===== src/rtl/tile_sprite_compositor.sv =====
`default_nettype none
// ============================================================================
// Module   : tile_sprite_compositor
// Purpose  : Tile/sprite compositor for a VGA pixel pipeline. Derives tile
//            and pixel-in-tile coordinates from the sync counters, scans the
//            entity list one entry per clock for the next tile's winner,
//            addresses an external 1-cycle sprite ROM and emits a 1-bit
//            colour per pixel with optional H/V flip.
// Options  : TSC_COLLISION_EN - adds the 'collision' output, high for a whole
//            tile when two or more enabled entities target it.
// Revision : 1.0 - initial release
// ============================================================================
module tile_sprite_compositor #(
  parameter int   NUM_ENTITIES = 9,
  parameter int   UPSCALE      = 5,
  parameter int   TILE_PX      = 8,
  parameter int   TILES_H      = 16,
  parameter int   TILES_V      = 12,
  parameter logic BG_COLOUR    = 1'b0
) (
  input  logic                      clk_in,
  input  logic                      reset,
  input  logic [14*NUM_ENTITIES-1:0] entities,
  input  logic [2*NUM_ENTITIES-1:0]  entity_mode,
  input  logic [9:0]                counter_H,
  input  logic [9:0]                counter_V,
  output logic [3:0]                rom_sprite_id,
  output logic [1:0]                rom_orient,
  output logic [2:0]                rom_line,
  input  logic [7:0]                rom_data,
  output logic                      tile_hit,
`ifdef TSC_COLLISION_EN
  output logic                      collision,
`endif
  output logic                      colour
);

  localparam int            TILE_W   = TILE_PX * UPSCALE;
  localparam logic [9:0]    TILE_W10 = 10'(TILE_W);
  localparam logic [9:0]    UP10     = 10'(UPSCALE);
  localparam logic [9:0]    ACT_W10  = 10'(TILES_H * TILE_W);
  localparam logic [9:0]    ACT_H10  = 10'(TILES_V * TILE_W);
  localparam logic [3:0]    LAST_TX  = 4'(TILES_H - 1);
  localparam logic [3:0]    LAST_TY  = 4'(TILES_V - 1);
  localparam int            IW       = (NUM_ENTITIES > 1) ? $clog2(NUM_ENTITIES) : 1;
  localparam logic [IW-1:0] LAST_IDX = IW'(NUM_ENTITIES - 1);

  typedef enum logic [1:0] {
    S_IDLE = 2'd0,
    S_SCAN = 2'd1,
    S_HOLD = 2'd2
  } state_t;

  // --------------------------------------------------------------------------
  // Coordinates, derived purely from the sync counters
  // --------------------------------------------------------------------------
  logic [9:0] off_h_w, off_v_w;
  logic [3:0] tile_x_w, tile_y_w;
  logic [2:0] col_w, row_w;
  logic       active_w, tile_start_w, latch_pt_w, tile_end_w;
  logic [3:0] tgt_x_w, tgt_y_w;

  assign off_h_w      = counter_H % TILE_W10;
  assign off_v_w      = counter_V % TILE_W10;
  assign tile_x_w     = 4'(counter_H / TILE_W10);
  assign tile_y_w     = 4'(counter_V / TILE_W10);
  assign col_w        = 3'(off_h_w / UP10);
  assign row_w        = 3'(off_v_w / UP10);
  assign active_w     = (counter_H < ACT_W10) && (counter_V < ACT_H10);
  assign tile_start_w = (off_h_w == 10'd0);
  assign latch_pt_w   = (off_h_w == TILE_W10 - 10'd2);
  assign tile_end_w   = (off_h_w == TILE_W10 - 10'd1);

  // Next tile to the right; the last column wraps to the start of the next row, the last row to the top
  always_comb begin
    tgt_x_w = tile_x_w + 4'd1;
    tgt_y_w = tile_y_w;
    if (tile_x_w == LAST_TX) begin
      tgt_x_w = 4'd0;
      tgt_y_w = (tile_y_w == LAST_TY) ? 4'd0 : tile_y_w + 4'd1;
    end
  end

  // --------------------------------------------------------------------------
  // Entity list unpacking and per-entry match
  // --------------------------------------------------------------------------
  logic [13:0] ent_arr  [NUM_ENTITIES];
  logic [1:0]  mode_arr [NUM_ENTITIES];

  generate
    for (genvar g = 0; g < NUM_ENTITIES; g++) begin : g_unpack
      assign ent_arr[g]  = entities[14*g +: 14];
      assign mode_arr[g] = entity_mode[2*g +: 2];
    end
  endgenerate

  state_t      state_q, state_d;
  logic [IW-1:0] idx_q, idx_d;
  logic [3:0]  tgt_x_q, tgt_x_d, tgt_y_q, tgt_y_d;
  logic        acc_hit_q, acc_hit_d;
  logic [3:0]  acc_id_q, acc_id_d;
  logic [1:0]  acc_orient_q, acc_orient_d;
  logic        acc_vflip_q, acc_vflip_d;
  logic        acc_hflip_q, acc_hflip_d;
`ifdef TSC_COLLISION_EN
  logic        acc_multi_q, acc_multi_d;
`endif

  logic [13:0] cur_ent_w;
  logic [1:0]  cur_mode_w;
  logic        match_w;

  assign cur_ent_w  = ent_arr[idx_q];
  assign cur_mode_w = mode_arr[idx_q];
  assign match_w    = (cur_ent_w[13:10] != 4'hF) && (cur_mode_w != 2'b11) &&
                      (cur_ent_w[7:4] == tgt_x_q) && (cur_ent_w[3:0] == tgt_y_q);

  // --------------------------------------------------------------------------
  // Scan FSM
  // --------------------------------------------------------------------------
  // State register for the scan and its winner accumulator; reset aborts any scan in flight
  always_ff @(posedge clk_in) begin
    if (reset) begin
      state_q      <= S_IDLE;
      idx_q        <= '0;
      tgt_x_q      <= '0;
      tgt_y_q      <= '0;
      acc_hit_q    <= 1'b0;
      acc_id_q     <= '0;
      acc_orient_q <= '0;
      acc_vflip_q  <= 1'b0;
      acc_hflip_q  <= 1'b0;
`ifdef TSC_COLLISION_EN
      acc_multi_q  <= 1'b0;
`endif
    end else begin
      state_q      <= state_d;
      idx_q        <= idx_d;
      tgt_x_q      <= tgt_x_d;
      tgt_y_q      <= tgt_y_d;
      acc_hit_q    <= acc_hit_d;
      acc_id_q     <= acc_id_d;
      acc_orient_q <= acc_orient_d;
      acc_vflip_q  <= acc_vflip_d;
      acc_hflip_q  <= acc_hflip_d;
`ifdef TSC_COLLISION_EN
      acc_multi_q  <= acc_multi_d;
`endif
    end
  end

  // Next-state logic: start at each tile's first pixel, one entity per clock, first match wins
  always_comb begin
    state_d      = state_q;
    idx_d        = idx_q;
    tgt_x_d      = tgt_x_q;
    tgt_y_d      = tgt_y_q;
    acc_hit_d    = acc_hit_q;
    acc_id_d     = acc_id_q;
    acc_orient_d = acc_orient_q;
    acc_vflip_d  = acc_vflip_q;
    acc_hflip_d  = acc_hflip_q;
`ifdef TSC_COLLISION_EN
    acc_multi_d  = acc_multi_q;
`endif
    if (!active_w) begin
      state_d = S_IDLE;
      idx_d   = '0;
    end else begin
      case (state_q)
        S_IDLE: begin
          if (tile_start_w) begin
            // Target is frozen here so a mid-tile row step cannot disturb this scan
            state_d   = S_SCAN;
            idx_d     = '0;
            tgt_x_d   = tgt_x_w;
            tgt_y_d   = tgt_y_w;
            acc_hit_d = 1'b0;
`ifdef TSC_COLLISION_EN
            acc_multi_d = 1'b0;
`endif
          end
        end
        S_SCAN: begin
          if (match_w) begin
            if (!acc_hit_q) begin
              acc_hit_d    = 1'b1;
              acc_id_d     = cur_ent_w[13:10];
              acc_orient_d = cur_ent_w[9:8];
              acc_vflip_d  = (cur_mode_w == 2'b01);
              acc_hflip_d  = (cur_mode_w == 2'b10);
            end
`ifdef TSC_COLLISION_EN
            else begin
              acc_multi_d = 1'b1;
            end
`endif
          end
          if (idx_q == LAST_IDX) begin
            state_d = S_HOLD;
            idx_d   = '0;
          end else begin
            idx_d = idx_q + IW'(1);
          end
        end
        S_HOLD: begin
          if (tile_end_w) begin
            state_d = S_IDLE;
          end
        end
        default: begin
          state_d = S_IDLE;
          idx_d   = '0;
        end
      endcase
    end
  end

  // --------------------------------------------------------------------------
  // Winner latch and ROM addressing (two pixels before the tile boundary)
  // --------------------------------------------------------------------------
  logic       win_hit_q, win_hflip_q;
  logic [3:0] rom_id_q;
  logic [1:0] rom_orient_q;
  logic [2:0] rom_line_q;
`ifdef TSC_COLLISION_EN
  logic       win_coll_q;
`endif

  // Latch the scan result and address the ROM; the address is left untouched when nothing won
  always_ff @(posedge clk_in) begin
    if (reset) begin
      win_hit_q    <= 1'b0;
      win_hflip_q  <= 1'b0;
      rom_id_q     <= 4'hF;
      rom_orient_q <= 2'b11;
      rom_line_q   <= 3'b111;
`ifdef TSC_COLLISION_EN
      win_coll_q   <= 1'b0;
`endif
    end else if (active_w && latch_pt_w) begin
      win_hit_q   <= acc_hit_q;
      win_hflip_q <= acc_hflip_q;
`ifdef TSC_COLLISION_EN
      win_coll_q  <= acc_multi_q;
`endif
      if (acc_hit_q) begin
        rom_id_q     <= acc_id_q;
        rom_orient_q <= acc_orient_q;
        rom_line_q   <= acc_vflip_q ? ~row_w : row_w;
      end
    end
  end

  // --------------------------------------------------------------------------
  // Display stage: per-tile state swapped in at the boundary, per-pixel pipe
  // --------------------------------------------------------------------------
  logic       disp_hit_q, disp_hflip_q;
  logic [7:0] disp_line_q;
`ifdef TSC_COLLISION_EN
  logic       disp_coll_q;
`endif

  // Capture the ROM line and winner attributes for the tile that starts now
  always_ff @(posedge clk_in) begin
    if (reset) begin
      disp_hit_q   <= 1'b0;
      disp_hflip_q <= 1'b0;
      disp_line_q  <= '0;
`ifdef TSC_COLLISION_EN
      disp_coll_q  <= 1'b0;
`endif
    end else if (tile_start_w) begin
      disp_hit_q   <= win_hit_q;
      disp_hflip_q <= win_hflip_q;
      disp_line_q  <= rom_data;
`ifdef TSC_COLLISION_EN
      disp_coll_q  <= win_coll_q;
`endif
    end
  end

  logic       p1_active_q;
  logic [2:0] p1_col_q;
  logic [2:0] col_sel_w;
  logic       colour_q, tile_hit_q;
`ifdef TSC_COLLISION_EN
  logic       coll_q;
`endif

  // First pixel stage: hold this pixel's column so the display state for its tile is in place
  always_ff @(posedge clk_in) begin
    if (reset) begin
      p1_active_q <= 1'b0;
      p1_col_q    <= '0;
    end else begin
      p1_active_q <= active_w;
      p1_col_q    <= col_w;
    end
  end

  assign col_sel_w = disp_hflip_q ? ~p1_col_q : p1_col_q;

  // Output stage: pick the sprite bit, background where uncovered or blanked
  always_ff @(posedge clk_in) begin
    if (reset) begin
      colour_q   <= 1'b1;
      tile_hit_q <= 1'b0;
`ifdef TSC_COLLISION_EN
      coll_q     <= 1'b0;
`endif
    end else begin
      colour_q   <= (p1_active_q && disp_hit_q) ? disp_line_q[col_sel_w] : BG_COLOUR;
      tile_hit_q <= p1_active_q && disp_hit_q;
`ifdef TSC_COLLISION_EN
      coll_q     <= p1_active_q && disp_coll_q;
`endif
    end
  end

  assign rom_sprite_id = rom_id_q;
  assign rom_orient    = rom_orient_q;
  assign rom_line      = rom_line_q;
  assign tile_hit      = tile_hit_q;
  assign colour        = colour_q;
`ifdef TSC_COLLISION_EN
  assign collision     = coll_q;
`endif

endmodule
`default_nettype wire


===== config.mk =====
export PLATFORM = sky130hd
export DESIGN_NAME = tile_sprite_compositor
export DESIGN_NICKNAME = d
export VERILOG_FILES = /design/src/rtl/tile_sprite_compositor.sv
export SDC_FILE = /design/constraint.sdc
export NUM_CORES = 1
export LEC_CHECK = 0
export CAP_MARGIN = 10
export CORE_MARGIN = 2
export CORE_UTILIZATION = 52
export CTS_CLUSTER_SIZE = 8
export DETAILED_ROUTE_END_ITERATION = 6
export PLACE_DENSITY = 0.87
export REMOVE_ABC_BUFFERS = 1
export SLEW_MARGIN = 15
export SYNTH_ARGS = -nofsm -noshare
export SYNTH_HDL_FRONTEND = slang
export SYNTH_SLANG_ARGS = --single-unit

===== constraint.sdc =====
create_clock -name clk_in -period 7.11 [get_ports clk_in]
set_input_delay 0.711 -clock clk_in [delete_from_list [all_inputs] [get_ports clk_in]]
set_output_delay 0.711 -clock clk_in [all_outputs]
set_load 0.005 [all_outputs]

==> metrics.log <==
INFO  metric outcome = finished, final reports clean
INFO  metric htreeDepth = 2
INFO  metric detail_route.vias_per_cell = 6.39
INFO  metric floorplan.die.height = 110 um
INFO  metric synth.mux.area_fraction = 0.214
INFO  metric timing.critical_path.arrival = 5.58 ns
INFO  metric clkTransAtPathRegs = 0.06 ns
INFO  metric pre_cts_slack = 1.44 ns
INFO  metric drv_slew = 0
INFO  metric floorplan.io_pins = 185
INFO  metric syn_area_per_cell = 7.94 um^2
INFO  metric post_route_cells_drive_above_1_share = 0.0845
INFO  metric synth-seq-area-share = 0.170
INFO  metric post_synth_instance_area = 5880 um^2
INFO  metric finalHoldViolCount = 0
INFO  metric first_global_vias = 6139
INFO  metric yosys.area_share.simple = 0.232
INFO  metric setup_slack = 1.68 ns
INFO  metric antenna-diode-count = 0
INFO  metric tritoncts = built
INFO  metric vdd.ir_drop.worst = 0.120 mV
INFO  metric synth-edff-count = 0
INFO  metric overflow = 0
INFO  metric yosysWarningCount = 0
INFO  metric cts.root.buffer_cell = sky130_fd_sc_hd__clkbuf_16
INFO  metric hpwl = 14500 um
INFO  metric cellLeakagePower = 2.85 nW
INFO  metric rsz_0062_raised_after_global_routing = no
INFO  metric ys_types = 81
INFO  metric max_slew.worst_pin.slew = 0.944 ns
INFO  metric routed-via-count = 6489
INFO  metric crit_required = 7.26 ns
INFO  metric yosysTopAreaCell = sky130_fd_sc_hd__dfxtp_1
INFO  metric start_util = 0.538
INFO  metric maximum_number_of_pins_on_one_net_before_global_route_repair = 39
INFO  metric global_route_wire_length_before_repair = 29400 um
INFO  metric synth_fa_ha_area_frac = 0.0204
INFO  metric max-clock-path-buffers = 2
INFO  metric tritoncts.num_buffers = 5
INFO  metric wl_per_cell = 18.7 um
INFO  metric die_width = 110 um
INFO  metric netlist.area_leader.share = 0.170
INFO  metric postRouteAntennaNets = 0
INFO  metric worstSkewPairLatency = 0.29 ns
INFO  metric postSynth.topFlopCell = sky130_fd_sc_hd__dfxtp_1
INFO  metric slew_hr = 0.369
INFO  metric timing.clock.skew = 0.00496 ns
INFO  metric floorplan.core_area = 10900 um^2
INFO  metric post_synth_inst_count = 741
INFO  metric detailedRoute.firstIterationViolations = 470
INFO  metric place.port_buffers = 184
INFO  metric synth-async-reset-ratio = 0
INFO  metric area_growth_syn_to_layout = 33.8%
INFO  metric wirelength_routed = 19000 um
INFO  metric crit_fanout = 27
INFO  metric critPathLaunch = counter_H[8]
INFO  metric yosys.area_share.xor_xnor = 0.0342
INFO  metric synth_top_cells_by_area = sky130_fd_sc_hd__dfxtp_1, sky130_fd_sc_hd__mux4_2, sky130_fd_sc_hd__mux2i_1, sky130_fd_sc_hd__nor2_1, sky130_fd_sc_hd__o21ai_0
INFO  metric setup_viol_count_final = 0
INFO  metric routabilityCongestion = 0.913
INFO  metric worstSetupEndpointType = flop
INFO  metric worst_r2r_startpoint = idx_q[1]
INFO  metric holdCritPathClass = reg2reg
INFO  metric global_routing_usage_summed_across_all_routing_layers = 0.301
INFO  metric clock-sinks = 50
INFO  metric finalCritPeriodShare = 0.764
INFO  metric category_of_the_worst_setup_path_launch_point = input port
INFO  metric number_of_nets_in_the_layout = 1057
INFO  metric die_area = 12200 um^2
INFO  metric fmax = 184 MHz
INFO  metric worst_hold_startpoint = tgt_x_q[0]
INFO  metric maxCapViolations = 0
INFO  metric layout_min_cycle_time = 5.43 ns
INFO  metric placement_rows = 38
INFO  metric grt_antenna_before_repair = 0
INFO  metric detail_route.first_pass.iterations = 5
INFO  metric drcViolationCount = 0
INFO  metric cts_setup_buffers = 0
INFO  metric fillers = 864
INFO  metric synth_top_family_by_area = compound AO/OA/AOI/OAI gates
INFO  metric cts-hold-fix-buffers = 0
INFO  metric worst_setup_path_type = in2reg
INFO  metric fin_worst_hold_slack = 0.470 ns
INFO  metric synth-seq-cells = 50
INFO  metric setup_tns_final = 0 ns
INFO  metric synth_compound_gate_area_share = 0.269
INFO  metric power.density = 121 nW/um^2
INFO  metric ctsResizeCount = 0
==> critical path, cell delays in order <==
cell and delay, ns:
sky130_fd_sc_hd__clkdlybuf4s50_1 1.02, sky130_fd_sc_hd__nor2b_1 0.48, sky130_fd_sc_hd__a221o_1 0.29, sky130_fd_sc_hd__and2_1 0.30, sky130_fd_sc_hd__nand2_1 0.09, sky130_fd_sc_hd__a211oi_1 0.43
sky130_fd_sc_hd__or2_1 0.39, sky130_fd_sc_hd__o221ai_1 0.21, sky130_fd_sc_hd__a21oi_1 0.28, sky130_fd_sc_hd__ha_1 0.19, sky130_fd_sc_hd__nand2_1 0.08, sky130_fd_sc_hd__maj3_1 0.36
sky130_fd_sc_hd__mux2_2 0.27, sky130_fd_sc_hd__a22oi_1 0.15, sky130_fd_sc_hd__o221a_2 0.22, sky130_fd_sc_hd__o311ai_0 0.09
==> power by group <==
| group | total (mW) | internal, mW | switching (mW) |
|---|---|---|---|
| registers | 0.293 | 0.286 | 0.00736 |
| logic | 0.388 | 0.201 | 0.187 |
| clock network | 0.271 | 0.166 | 0.105 |
==> Yosys cell counts, types with 6 or more instances <==
cell	n
sky130_fd_sc_hd__a211oi_1	12
sky130_fd_sc_hd__a21oi_1	41
sky130_fd_sc_hd__a22oi_1	7
sky130_fd_sc_hd__a31oi_1	10
sky130_fd_sc_hd__and2_1	8
sky130_fd_sc_hd__buf_1	8
sky130_fd_sc_hd__buf_2	13
sky130_fd_sc_hd__clkbuf_1	44
sky130_fd_sc_hd__dfxtp_1	50
sky130_fd_sc_hd__ha_1	8
sky130_fd_sc_hd__inv_1	22
sky130_fd_sc_hd__mux2i_1	48
sky130_fd_sc_hd__mux4_2	33
sky130_fd_sc_hd__nand2_1	63
sky130_fd_sc_hd__nand2b_1	17
sky130_fd_sc_hd__nand3_1	13
sky130_fd_sc_hd__nor2_1	66
sky130_fd_sc_hd__nor2b_1	19
sky130_fd_sc_hd__nor3_1	12
sky130_fd_sc_hd__nor3b_1	6
sky130_fd_sc_hd__o211ai_1	8
sky130_fd_sc_hd__o21ai_0	48
sky130_fd_sc_hd__o221ai_1	8
sky130_fd_sc_hd__o31ai_1	9
sky130_fd_sc_hd__xnor2_1	11
sky130_fd_sc_hd__xor2_1	12
==> per-layer routing <==
layer,part of all wire,GRT usage,vias to the layer above,routed length [um]
li1,-,-,3091,-
met1,0.41,0.401,3086,7870
met2,0.50,0.504,274,9490
met3,0.070,0.0629,38,1330
met4,0.016,0.0589,0,311
met5,0,0,-,0
==> cell usage in the layout (no fill, tap or decap), types with 6 or more instances in the layout <==
cell,instances
sky130_fd_sc_hd__and2_1,8
sky130_fd_sc_hd__nand3_1,13
sky130_fd_sc_hd__xnor2_1,11
sky130_fd_sc_hd__nand2b_1,17
sky130_fd_sc_hd__dfxtp_1,49
sky130_fd_sc_hd__o221ai_1,8
sky130_fd_sc_hd__a21oi_1,41
sky130_fd_sc_hd__a31oi_1,10
sky130_fd_sc_hd__clkdlybuf4s50_1,184
sky130_fd_sc_hd__nor2_1,66
sky130_fd_sc_hd__nand2_1,63
sky130_fd_sc_hd__inv_1,22
sky130_fd_sc_hd__a22oi_1,7
sky130_fd_sc_hd__nor3b_1,6
sky130_fd_sc_hd__o21ai_0,48
sky130_fd_sc_hd__buf_4,9
sky130_fd_sc_hd__nor2b_1,19
sky130_fd_sc_hd__mux4_2,33
sky130_fd_sc_hd__xor2_1,12
sky130_fd_sc_hd__ha_1,8
sky130_fd_sc_hd__mux2i_1,48
sky130_fd_sc_hd__a211oi_1,12
sky130_fd_sc_hd__nor3_1,12
sky130_fd_sc_hd__o31ai_1,9
sky130_fd_sc_hd__o211ai_1,8
==> path summary, 6_finish.rpt <==
kind | slack [ns] | to | cells past startpoint
worst min-delay path | 0.47 | tgt_x_q[0] | 2
worst max-delay path | 1.68 | p1_col_q[0] | 16
worst max register to register | 2.99 | acc_hflip_q | 9
worst min register to register | 0.47 | tgt_x_q[0] | 2
==> stage by stage <==
stage | utilization | std cells | instance area [um^2] | power, mW
finish | 0.720 | 1016 | 7880 | 0.952
global route | 0.720 | 1016 | 7880 | 0.999
CTS | 0.720 | 1016 | 7880 | 0.947
detailed placement | 0.705 | 1008 | 7710 | 0.679
global placement | 0.705 | 1008 | 7710 | 0.666
floorplan | - | 675 | 5620 | 0.504
==> sequential cells by signal, summed over array words and instances (netlist names), 2 cells and up <==
| name | cells |
|---|---|
| acc_id_q | 4 |
| acc_orient_q | 2 |
| disp_line_q | 8 |
| idx_q | 4 |
| p1_col_q | 3 |
| rom_line | 3 |
| rom_orient | 2 |
| rom_sprite_id | 4 |
| state_q | 2 |
| tgt_x_q | 4 |
| tgt_y_q | 4 |
==> cells by family after synthesis <==
family,count (synthesis)
DFF,50
buffers and inverters,90
xor gates and xnor gates,23
and+or+nand+nor,258
muxes,84
AOI/OAI and AO/OA,226
adders and majority gates,10
==> area by class of cell <==
type	instances	area [um^2]	area share
Clock buffer	6	129	0.0164
Sequential cell	50	1000	0.127
Timing Repair Buffer	193	1910	0.242
Multi-Input combinational cell	601	4530	0.575
Inverter	24	90.1	0.0114
Tap cell	140	175	0.0222
Clock inverter	2	37.5	0.00477
Note: power is estimated with default switching activity, not from simulation.
==> variant (config.mk and constraints unchanged) <==
The parameter `BG_COLOUR` goes from 1'b0 to 1'b1.
--- a/src/rtl/tile_sprite_compositor.sv
+++ b/src/rtl/tile_sprite_compositor.sv
@@ -18,3 +18,3 @@
   parameter int   TILES_V      = 12,
-  parameter logic BG_COLOUR    = 1'b0
+  parameter logic BG_COLOUR    = 1'b1
 ) (
Check against the original RTL: not equivalent (a bounded check fails within 4 cycles, from zero or initial values and one cycle with reset high).
==> variant against the original RTL <==
First-iteration DRC count rose by 33%; cell count up 0.98%; setup slack better by 0.38 ns; clock skew grew 0.0063 ns; routed wire length is 4.2% lower; area after synthesis grew 1.2%; sequential share of layout area barely moved; total power fell by 3.2%; register-to-register slack gained 0.40 ns; sequential cell count unchanged; final area down 0.27%; largest power group unchanged.
==> variant: results (changes against the original RTL) <==
setup slack at placement -> 1.87 ns (+0.428 ns)
Worst Hold Endpoint -> tile_hit$_SDFF_PP0_
switch share -> 0.329 (+0.0147)
Metal-1 WL -> 7690 um (-2.3%)
met2 wire length -> 8870 um (-6.6%)
first-pass GRT wire length -> 29500 um (+0.23%)
cell leakage power -> 2.65 nW (-7.0%)
Clock power frac -> 0.263 (-0.022)
Seq/Total Area, Yosys -> 0.168 (-0.00197)
clock skew -> 0.0112 ns (+0.00625 ns)
Worst-Margin Slew -> 1.04 ns (+0.0972 ns)
Via density -> 6.32 (-1.0%)
final WL -> 18200 um (-4.2%)
R2R Setup Slk -> 3.39 ns (+0.40 ns)
post-detail-place hpwl -> 13700 um (-5.7%)
status -> complete, no violations
Area contributors post-synth -> dfxtp_1 (17%), mux4_2 (12%), mux2i_1 (6.1%), nor2_1 (4.7%), o21ai_0 (4.1%)
Worst Hold Launch -> p1_active_q$_SDFF_PP0_
Initial DRT Pass Iterations -> 6 (+1)
met2 usage -> 0.474 (-0.0304)
mux contribution to synthesized area -> 0.189 (-0.0245)
Nets -> 1064 (+0.66%)
initial drt markers -> 627 (+33%)
Worst Path Max Fanout -> 25 (-7.4%)
GP Congestion -> 0.944 (+3.4%)
top layer in use -> met5
routing usage on met1 -> 0.385 (-0.0162)
WP data arrival -> 5.25 ns (-0.33 ns)
power share of the sequential group -> 0.315 (+0.007)
fraction of layout cells with a size suffix above 1 -> 0.0985 (+0.0141)
number of global-route vias before repair -> 6019 (-2.0%)
initial antenna violation count -> 1 (+1)
post-synthesis compound-gate area fraction -> 0.271 (+0.00215)
-- variant: worst max path at each step --
stage	start	to	slack, ns	cells after the start
after floorplan	counter_H[5]	tgt_x_q[1]$_SDFFE_PP0P_	3.03	11
after global placement	counter_V[8]	rom_line[0]$_SDFFE_PP1P_	2.02	17
after detailed placement	counter_V[8]	rom_line[0]$_SDFFE_PP1P_	1.87	17
after CTS	counter_V[7]	rom_line[0]$_SDFFE_PP1P_	2.16	17
after global routing	counter_V[8]	rom_line[0]$_SDFFE_PP1P_	1.62	17
final	counter_V[7]	rom_line[0]$_SDFFE_PP1P_	2.06	17
-- variant: area by class of cell --
| type | count | area, um^2 | share of cell area |
|---|---|---|---|
| clock buffers | 5 | 125 | 0.0159 |
| repair buffers | 193 | 1910 | 0.243 |
| flip-flops and latches | 50 | 1000 | 0.128 |
| well taps | 143 | 179 | 0.0228 |
| multi-input cells | 601 | 4500 | 0.572 |
| clock inverters | 3 | 26.3 | 0.00335 |
| inverters | 31 | 116 | 0.0148 |
